==> src/rtl/sipo_rx_ctrl.sv <==
// sipo_rx_ctrl: serial-in / parallel-out receiver with a one-word output register.
// A frame is a start bit (si=1) followed by N data bits, MSB first.
// Optional build macro SIPO_PARITY_EN appends an even-parity bit after the data bits.
// Completed words are handed to the consumer with a po_valid/po_ready handshake.
// A word completed while the previous one is still pending is dropped and flagged
// on the sticky overrun output.
module sipo_rx_ctrl #(
  parameter int N = 4
) (
  input  logic         clk,
  input  logic         rst,
  input  logic         si,
  output logic [N-1:0] po,
  output logic         po_valid,
  input  logic         po_ready,
  output logic         busy,
  output logic         overrun,
  output logic         parity_err
);

  localparam int CW = $clog2(N + 1);

`ifdef SIPO_PARITY_EN
  typedef enum logic [1:0] {IDLE = 2'd0, DATA = 2'd1, PAR = 2'd2} state_t;

  // Even parity: the parity bit equals the XOR of all data bits.
  function automatic logic even_par(input logic [N-1:0] w);
    return ^w;
  endfunction
`else
  typedef enum logic [1:0] {IDLE = 2'd0, DATA = 2'd1} state_t;
`endif

  state_t          state_r;
  logic [CW-1:0]   cnt_r;
  logic [N-1:0]    sreg_r;
  logic [N-1:0]    po_r;
  logic            po_valid_r;
  logic            busy_r;
  logic            overrun_r;
  logic            parity_err_r;

  logic [N-1:0]    shift_s;
  logic            last_bit_s;
  logic            done_s;
  logic            perr_s;
  logic [N-1:0]    word_s;
  logic            accept_s;
  logic            drop_s;

  assign shift_s    = {sreg_r[N-2:0], si};
  assign last_bit_s = (state_r == DATA) && (cnt_r == CW'(N - 1));

  // Decide whether a word completes on this edge and whether it is kept or dropped.
  always_comb begin
    done_s   = 1'b0;
    perr_s   = 1'b0;
    word_s   = shift_s;
`ifdef SIPO_PARITY_EN
    word_s   = sreg_r;
    if (state_r == PAR) begin
      if (si == even_par(sreg_r)) begin
        done_s = 1'b1;
        perr_s = 1'b0;
      end else begin
        done_s = 1'b0;
        perr_s = 1'b1;
      end
    end else begin
      done_s = 1'b0;
      perr_s = 1'b0;
    end
`else
    done_s   = last_bit_s;
    perr_s   = 1'b0;
`endif
    // The output register is free if empty or being consumed on this same edge.
    accept_s = done_s && (!po_valid_r || po_ready);
    drop_s   = done_s && po_valid_r && !po_ready;
  end

  // Receive FSM, shift register, output word/handshake and status flags.
  always_ff @(posedge clk) begin
    if (!rst) begin
      state_r      <= IDLE;
      cnt_r        <= '0;
      sreg_r       <= '0;
      po_r         <= '0;
      po_valid_r   <= 1'b0;
      busy_r       <= 1'b0;
      overrun_r    <= 1'b0;
      parity_err_r <= 1'b0;
    end else begin
      if (accept_s) begin
        po_r       <= word_s;
        po_valid_r <= 1'b1;
      end else if (po_valid_r && po_ready) begin
        po_valid_r <= 1'b0;
      end else begin
        po_valid_r <= po_valid_r;
      end

      if (drop_s) begin
        overrun_r <= 1'b1;
      end else begin
        overrun_r <= overrun_r;
      end

      parity_err_r <= perr_s;

      case (state_r)
        IDLE: begin
          if (si) begin
            state_r <= DATA;
            busy_r  <= 1'b1;
            cnt_r   <= '0;
          end else begin
            state_r <= IDLE;
            busy_r  <= 1'b0;
          end
        end
        DATA: begin
          sreg_r <= shift_s;
          cnt_r  <= cnt_r + CW'(1);
          if (last_bit_s) begin
`ifdef SIPO_PARITY_EN
            state_r <= PAR;
            busy_r  <= 1'b1;
`else
            state_r <= IDLE;
            busy_r  <= 1'b0;
`endif
          end else begin
            state_r <= DATA;
            busy_r  <= 1'b1;
          end
        end
`ifdef SIPO_PARITY_EN
        PAR: begin
          state_r <= IDLE;
          busy_r  <= 1'b0;
        end
`endif
        default: begin
          state_r <= IDLE;
          busy_r  <= 1'b0;
        end
      endcase
    end
  end

  assign po         = po_r;
  assign po_valid   = po_valid_r;
  assign busy       = busy_r;
  assign overrun    = overrun_r;
  assign parity_err = parity_err_r;

endmodule

==> config.mk <==
export PLATFORM = sky130hd
export DESIGN_NAME = sipo_rx_ctrl
export DESIGN_NICKNAME = d
export VERILOG_FILES = /design/src/rtl/sipo_rx_ctrl.sv
export SDC_FILE = /design/constraint.sdc
export NUM_CORES = 1
export LEC_CHECK = 0
export BUFFER_PORTS_ARGS = -buffer_cell sky130_fd_sc_hd__buf_2
export CORE_MARGIN = 2
export CORE_UTILIZATION = 40
export CTS_CLUSTER_DIAMETER = 150
export DETAILED_ROUTE_END_ITERATION = 8
export PLACE_DENSITY = 0.62
export SETUP_SLACK_MARGIN = 0.1
export SKIP_LAST_GASP = 1
export SYNTH_ARGS = -nofsm -noshare
export SYNTH_HDL_FRONTEND = slang
export SYNTH_SLANG_ARGS = --single-unit
==> constraint.sdc <==
create_clock -name clk -period 1.25 [get_ports clk]
set_clock_uncertainty 0.2 [all_clocks]
set_input_delay 0.0625 -clock clk [delete_from_list [all_inputs] [get_ports clk]]
set_output_delay 0.0625 -clock clk [all_outputs]
set_load 0.005 [all_outputs]
# ---- Word-level counts from Yosys, hierarchy flattened
# Index checks and enable logic that the tools add are counted.
dict set report totals {
  latchBits 0
  ff_bits 15
  output_inout_bits 8
  rom_bits 0
  word_cells 33
  mem_count 0
  ram_bits 0
}
dict set report op_classes {
  n_bitwise 0
  mux 10
  eq_ne 3
  order_cmp 0
  reduce_logical 12
  n_div 0
  n_shift 0
  n_mul 0
  addsub 1
}
# op n
set op_table {}
lappend op_table {{two-way mux 1 bit} 6}
lappend op_table {{one-hot mux 3 bit (2 select lines)} 1}
lappend op_table {{logical AND 1 bit} 5}
lappend op_table {{one-hot mux 2 bit (2 select lines)} 1}
lappend op_table {{nonzero test 2 bit} 2}
lappend op_table {{adder 3 x 1 -> 3 bit (second input constant)} 1}
lappend op_table {{== test 3 x 2 -> 1 bit (second input constant)} 1}
lappend op_table {{two-way mux 3 bit} 1}
lappend op_table {{== test 2 x 1 -> 1 bit (second input constant)} 1}
lappend op_table {{zero test 1 bit} 2}
lappend op_table {{zero test 2 bit} 1}
lappend op_table {{!= test 2 bit (second input constant)} 1}
lappend op_table {{one-hot mux 1 bit (2 select lines)} 1}
lappend op_table {{AND reduction 2 bit} 1}
lappend op_table {{logical OR 1 bit} 1}

# ---- Longest topological paths before layout
# Gate-level depths: netlist (run 1).
dict set report depth {
  word_depth 4
  depth_mapped 6
  ltp_nobuf 5
}

# ---- Worst setup path after synthesis (run 1)
# OpenSTA, ideal clock, no wires.
dict set report synth_timing {
  path_type {register to register}
  start {register cnt_r[0]}
  end {register po_r[0] (netlist: po[0])}
  t_required_ns 0.932
  setup_ns 0.118
  path_slack_ns -0.098
  path_buffers 1
  t_arrival_ns 1.030
  stages_incl_launch_ff 7
  cell_sequence {dfxtp_1 > ha_1 > ha_1 > nand2_4 > nor2b_4 > buf_6 > mux2i_1}
}
dict set report synth_via {
  elab_chain_len 3
}
# element line
set synth_lines {}
lappend synth_lines {{start: declaration} 35} ;# logic [CW-1:0] cnt_r;
lappend synth_lines {{start signal: assignment} 124} ;# cnt_r <= cnt_r + CW'(1);
lappend synth_lines {{== test 3 x 2 -> 1 bit} 52} ;# assign last_bit_s = (state_r == DATA) && (cnt_r == CW'(N - 1));
lappend synth_lines {{logical AND 1 bit} 52}
lappend synth_lines {{logical AND 1 bit} 78} ;# accept_s = done_s && (!po_valid_r || po_ready);
lappend synth_lines {{end signal: assignment} 95} ;# po_r <= word_s;
lappend synth_lines {{end: declaration} 37} ;# logic [N-1:0] po_r;
# Every way passes these cells.
# A chain may end at the register's enable or synchronous reset.

# ---- Worst setup path after layout (run 1)
dict set report layout_timing {
  start {register cnt_r[1]}
  end {register po_r[3] (netlist: po[3])}
}
# Same word-level chain as after synthesis.

==> reports/metrics.yaml, run 1 <==
die:
  die_w_um: 41.77
  io_pins: 12
  die_h_um: 41.77
  num_rows: 13
  dieArea_um2: 1744
  design.core.area_um2: 1318
  start_util_pct: 43.30
clocking:
  cts_buffers: 3
  ctsHoldBuffers: 2
  cts_tree: "yes"
  cts_root_buffer: "clkbuf_4"
  cts_buffer_depth: 2
  worst_setup_hold_path_clk_slew_ns: 0.08
  h-tree-depth: 1
  clk_latency_ns: 0.27
  clkSinkCount: 13
power:
  clockPowerShare_pct: 33.5
  p_comb_share_pct: 8.5
  power_leakage_uw: 0.0002999
  peakVddDrop_uv: 593.8
  p_sw_share_pct: 22.58
  seqPwrFrac_pct: 58.0
  intPower_uw: 576.3
  finalPower_uw: 744.4
  power.density_nw_per_um2: 1049
  p_switching_uw: 168.1
finish:
  syn2layout_area_growth_pct: 24.34
  fin_util_pct: 53.85
  drive_gt1_share_pct: 37.68
  layoutNonFillerInstCount: 84
  nets: 76
  num-fill-cells: 117
  antenna_cells: 0
synth:
  synth_most_common_cell: "dfxtp_1"
  ys_ff_latch: 13
  yosys_warnings: 0
  post_synth.cell_area_avg_um2: 10.37
  synthCells: 55
  netlist_area_um2: 570.5
  synthFlopType: "dfxtp_1"
  synth_nets: 61
  yosysTopAreaCellShare_pct: 45.61
  synth_edf_count: 0
  synthArstFlopShare_pct: 0
  synth_top_cell_by_area: "dfxtp_1"
  yosysUniqueCellTypes: 20
  yosysSeqAreaShare_pct: 45.61
  synthTopCellsByArea: "dfxtp_1 (46%), mux2i_1 (14%), nor2b_1 (6.6%)"
  synth_top_cells_by_count: "dfxtp_1 (13), mux2i_1 (8), nand2_1 (8)"
worst_setup_path:
  r2r_setup_slack_ns: -0.07
  critical_path.max_fanout: 4
  cp-start-kind: "flip-flop"
  crit_chain: "ha_4, ha_4, nand2_4, nor2b_4, mux2i_1"
  critPathKind: "flip-flop to flip-flop"
  critPathSlowestCell: "dfxtp_2"
  crit_top_cell: "ha_4"
  cp.required_ns: 1.25
  critPathBufInv: 0
  cp_top_family: "flip-flops"
  worstReg2RegEnd: "po[3]$_SDFFE_PN0P_"
  cp-end-kind: "flip-flop"
  arrival_ns: 1.33
  reg2reg_depth: 5
  timing.rr.start: "cnt_r[1]$_SDFFE_PN0P_"
  cp_slowest_stage_delay_ns: 0.35
route:
  drtIter0Drc: 2
  wirelength_um: 889
  antenna_left: 0
  wire_per_inst_um: 10.58
  vias: 372
  drc: 0
  vias_per_cell: 4.429
  drtPass1Iterations: 2
timing:
  rsz0062_at_grt: "yes"
  max_freq_mhz: 754.8
  finalMaxSlewViolations: 0
  setup_viol: 4
  final.period_utilization_pct: 106.0
  timing.hold.ws_ns: -0.1118
  worst_slack_ns: -0.07486
  hold_violations: 1
  layout_min_cycle_time_ns: 1.325
global_route:
  grt_max_degree: 18
  grt_pass1_vias: 391
  antenna_found_initial: 0
  grtUsageTotal_pct: 12.43
  grt-ovfl-total: 0
  grt_pass1_wl_um: 1607
min_path:
  hold_depth: 3
  hp-class: "input port to flip-flop"
  worstHoldStart: "po_ready"
  hold_path_end: "po_valid$_SDFFE_PN0P_"
place:
  place.gp.congestion: 0.6833
  numPlacedInstances: 77
  io_buffers: 10
  place_hpwl_um: 651.1
outcome:
  violations: "negative hold slack, negative setup slack"
  status: "finished with violations"
flow_run:
  maxCapViolCount: 0
## layout make-up
cell class / instances / area (um2) / area share, %
Tap cell: 15 / 18.77 / 2.646
Clock buffer: 3 / 22.52 / 3.175
Timing Repair Buffer: 14 / 88.84 / 12.52
Sequential cell: 13 / 266.5 / 37.57
Inverter: 1 / 3.754 / 0.5291
Clock inverter: 1 / 5.005 / 0.7055
Multi-Input combinational cell: 37 / 304.0 / 42.86
## cell families after synthesis
| group | Yosys count | share of synthesized area, % |
|---|---|---|
| compound gates | 4 | 4.823 |
| mux | 8 | 14.04 |
| buf+inv | 5 | 6.797 |
| simple gates | 22 | 23.68 |
| flops | 13 | 45.61 |
| fa+ha+maj | 2 | 4.385 |
| other cells | 1 | 0.6573 |
## per-stage QoR
step	setup slack, ns	TNS, ns	area [um2]
after floorplan	-0.02335	-0.09339	598.1
after global placement	-0.07853	-0.2117	639.4
after detailed placement	-0.08970	-0.3395	639.4
after CTS	-0.08844	-0.3077	700.7
after global routing	-0.1570	-0.5287	709.4
final	-0.07486	-0.2629	709.4
## timing repair
| action | CTS | global route |
|---|---|---|
| setup endpoints to repair | 12 | 12 |
| setup buffers | 1 | 0 |
| pin swaps | 1 | 3 |
| hold endpoints to repair | 13 | 1 |
| gates resized for setup | 2 | 3 |
## registers in the layout (all words and copies together), names as in the netlist
signal    flops
sreg_r        3
overrun       1
busy          1
po            4
po_valid      1
cnt_r         3
## worst max path at each step
stage	start	endpoint	slack (ns)	cells after the start
floorplan	cnt_r[0]$_SDFFE_PN0P_	po[0]$_SDFFE_PN0P_	-0.02	6
global placement	cnt_r[1]$_SDFFE_PN0P_	po[1]$_SDFFE_PN0P_	-0.08	5
detailed placement	cnt_r[1]$_SDFFE_PN0P_	po[0]$_SDFFE_PN0P_	-0.09	5
CTS	cnt_r[0]$_SDFFE_PN0P_	po[3]$_SDFFE_PN0P_	-0.09	5
global route	cnt_r[1]$_SDFFE_PN0P_	po[1]$_SDFFE_PN0P_	-0.16	5
finish	cnt_r[1]$_SDFFE_PN0P_	po[3]$_SDFFE_PN0P_	-0.07	5
## worst reg2reg max path: stages, from the launching register on
cell	delay (ns)
dfxtp_2	0.35
ha_4	0.14
ha_4	0.13
nand2_4	0.06
nor2b_4	0.18
mux2i_1	0.21
## cells in the final DEF, fill, tap and decap left out, types with 2 or more instances in the layout
cell           netlist  layout
dfxtp_2              0       2
mux2i_1              8       8
ha_4                 0       2
buf_2                1      10
dlygate4sd3_1        0       2
dfxtp_1             13      10
o21a_1               2       2
nand2_1              8       8
clkbuf_4             0       3
nor2b_1              6       6
## power groups by stage
stage / sequential, uW / clock, uW / combinational (uW)
global route: 433 / 283 / 70.8
global placement: 441 / 0 / 52.8
floorplan: 440 / 0 / 41.9
finish: 431 / 250 / 63.4
CTS: 432 / 265 / 62.2
detailed placement: 442 / 0 / 53.0
## per-layer routing
layer / up-vias / GRT usage, % / wire [um]
li1: 205 / - / -
met1: 160 / 13.33 / 428
met2: 5 / 19.69 / 403
met3: 2 / 5.652 / 34
met4: 0 / 7.742 / 23
met5: - / 0 / 0
Note: power is estimated with default switching activity, not from simulation.
==> run 2, diff against run 1 <==
CELL_PAD_IN_SITES_DETAIL_PLACEMENT = 1   (was not set)
CELL_PAD_IN_SITES_GLOBAL_PLACEMENT = 1   (was not set)
CORE_UTILIZATION = 34   (was 40)
PLACE_DENSITY = 0.67   (was 0.62)
==> reports/metrics.yaml, run 2 (synthesized netlist as in run 1, its figures left out) <==
finish:
  layoutNonFillerInstCount: 85
  drive_gt1_share_pct: 37.68
  syn2layout_area_growth_pct: 23.47
  num-fill-cells: 182
  largest_reg_flops: 4
  nets: 76
  fin_util_pct: 45.70
  final_cell_mix: "dfxtp_1 (10), buf_2 (10), mux2i_1 (8), nand2_1 (8), nor2b_1 (6)"
  antenna_cells: 0
power:
  peakVddDrop_uv: 649.3
  power.density_nw_per_um2: 1072
  p_sw_share_pct: 23.54
  intPower_uw: 577.1
  p_comb_share_pct: 8.5
  seqPwrFrac_pct: 57.3
  power_leakage_uw: 0.0002984
  finalPower_uw: 754.8
  clockPowerShare_pct: 34.2
  p_switching_uw: 177.7
flow_run:
  maxCapViolCount: 0
clocking:
  clkSinkCount: 13
  h-tree-depth: 1
  worst_setup_hold_path_clk_slew_ns: 0.08
  cts_tree: "yes"
  cts_buffers: 3
  cts_buffer_depth: 2
  clk_latency_ns: 0.28
  cts_root_buffer: "clkbuf_4"
  ctsHoldBuffers: 2
timing:
  fin_setup_tns_ns: -0.2856
  final.period_utilization_pct: 106.7
  timing.hold.ws_ns: -0.1113
  layout_min_cycle_time_ns: 1.333
  worst_slack_ns: -0.08347
  setup_viol: 4
  rsz0062_at_grt: "yes"
  max_freq_mhz: 749.9
  finalMaxSlewViolations: 0
  hold_violations: 1
worst_setup_path:
  reg2reg_depth: 5
  crit_top_cell: "ha_4"
  cp-start-kind: "flip-flop"
  cp.required_ns: 1.26
  critical_path.max_fanout: 4
  worstReg2RegEnd: "po[0]$_SDFFE_PN0P_"
  r2r_setup_slack_ns: -0.08
  critPathBufInv: 0
  timing.rr.start: "cnt_r[1]$_SDFFE_PN0P_"
  cp_slowest_stage_delay_ns: 0.36
  cp-end-kind: "flip-flop"
  critPathSlowestCell: "dfxtp_2"
  arrival_ns: 1.34
  cp_top_family: "flip-flops"
  critPathKind: "flip-flop to flip-flop"
  crit_chain: "ha_4, ha_4, nand2_4, nor2b_4, mux2i_1"
die:
  io_pins: 12
  start_util_pct: 37.01
  die_w_um: 44.97
  die_h_um: 44.97
  num_rows: 14
  design.core.area_um2: 1541
  dieArea_um2: 2022
place:
  io_buffers: 10
  place_hpwl_um: 703.5
  place.gp.congestion: 0.6668
  pre_cts_slack_ns: -0.09901
  numPlacedInstances: 78
route:
  antenna_left: 0
  wire_per_inst_um: 11.81
  vias_per_cell: 4.718
  vias: 401
  drtIter0Drc: 3
  wirelength_um: 1004
  drc: 0
  drtPass1Iterations: 4
global_route:
  grt_pass1_wl_um: 1766
  antenna_found_initial: 0
  grt-ovfl-total: 0
  grt_max_degree: 18
  grtUsageTotal_pct: 12.75
  grt_pass1_vias: 433
min_path:
  hold_depth: 3
  hp-class: "input port to flip-flop"
  worstHoldStart: "po_ready"
  hold_path_end: "po_valid$_SDFFE_PN0P_"
outcome:
  status: "finished with violations"
  violations: "negative hold slack, negative setup slack"
run 2: what timing repair did:
| action | in CTS | in global routing |
|---|---|---|
| resized for setup | 2 | 1 |
| setup endpoints to repair | 8 | 12 |
| gates cloned | 0 | 0 |
| hold endpoints to repair | 13 | 1 |
| buffers inserted | 1 | 0 |
run 2: layout make-up:
type	count	area, um2	share of cell area, %
tap	16	20.02	2.842
multi-input combinational	37	304.0	43.16
clock inverter	1	5.005	0.7105
clock buffer	3	22.52	3.197
timing repair buffer	14	85.08	12.08
inverter	1	3.754	0.5329
sequential	13	264.0	37.48
run 2: power by group through the flow:
stage | Combinational [uW] | Sequential [uW] | Clock, uW
global placement | 53.9 | 441 | 0
global route | 72.0 | 434 | 298
finish | 64.0 | 432 | 258
floorplan | 41.9 | 440 | 0
CTS | 63.1 | 433 | 284
detailed placement | 53.7 | 442 | 0
run 2: routing by layer:
layer / share of wire, % / GRT usage, % / vias to the layer above
met3: 5.2 / 6.000 / 2
li1: - / - / 205
met2: 52 / 20.86 / 7
met5: 0 / 0 / -
met4: 1.0 / 7.059 / 0
met1: 42 / 13.40 / 187
run 2: stage by stage:
step	hold slack [ns]	instance area, um2
6_report	-0.1113	704.4
5_1_grt	-0.1183	704.4
4_1_cts	-0.1250	699.4
3_5_place_dp	0.1817	640.6
3_3_place_gp	0.1770	640.6
2_1_floorplan	0.004602	598.1
run 2: tightest hold or removal path, delay by kind of cell:
family,cells,cell delay [ns]
AO/OA/AOI/OAI,1,0.07
buffers and inverters,1,0.08
AND/OR/NAND/NOR,1,0.11
run 2: how the worst max path moves through the flow:
stage	start	end	depth (start not counted)
after floorplan	cnt_r[0]$_SDFFE_PN0P_	po[0]$_SDFFE_PN0P_	6
after global placement	cnt_r[1]$_SDFFE_PN0P_	po[2]$_SDFFE_PN0P_	5
after detailed placement	cnt_r[0]$_SDFFE_PN0P_	po[0]$_SDFFE_PN0P_	5
after CTS	cnt_r[1]$_SDFFE_PN0P_	po[0]$_SDFFE_PN0P_	5
after global routing	cnt_r[0]$_SDFFE_PN0P_	po[0]$_SDFFE_PN0P_	5
final	cnt_r[1]$_SDFFE_PN0P_	po[0]$_SDFFE_PN0P_	5
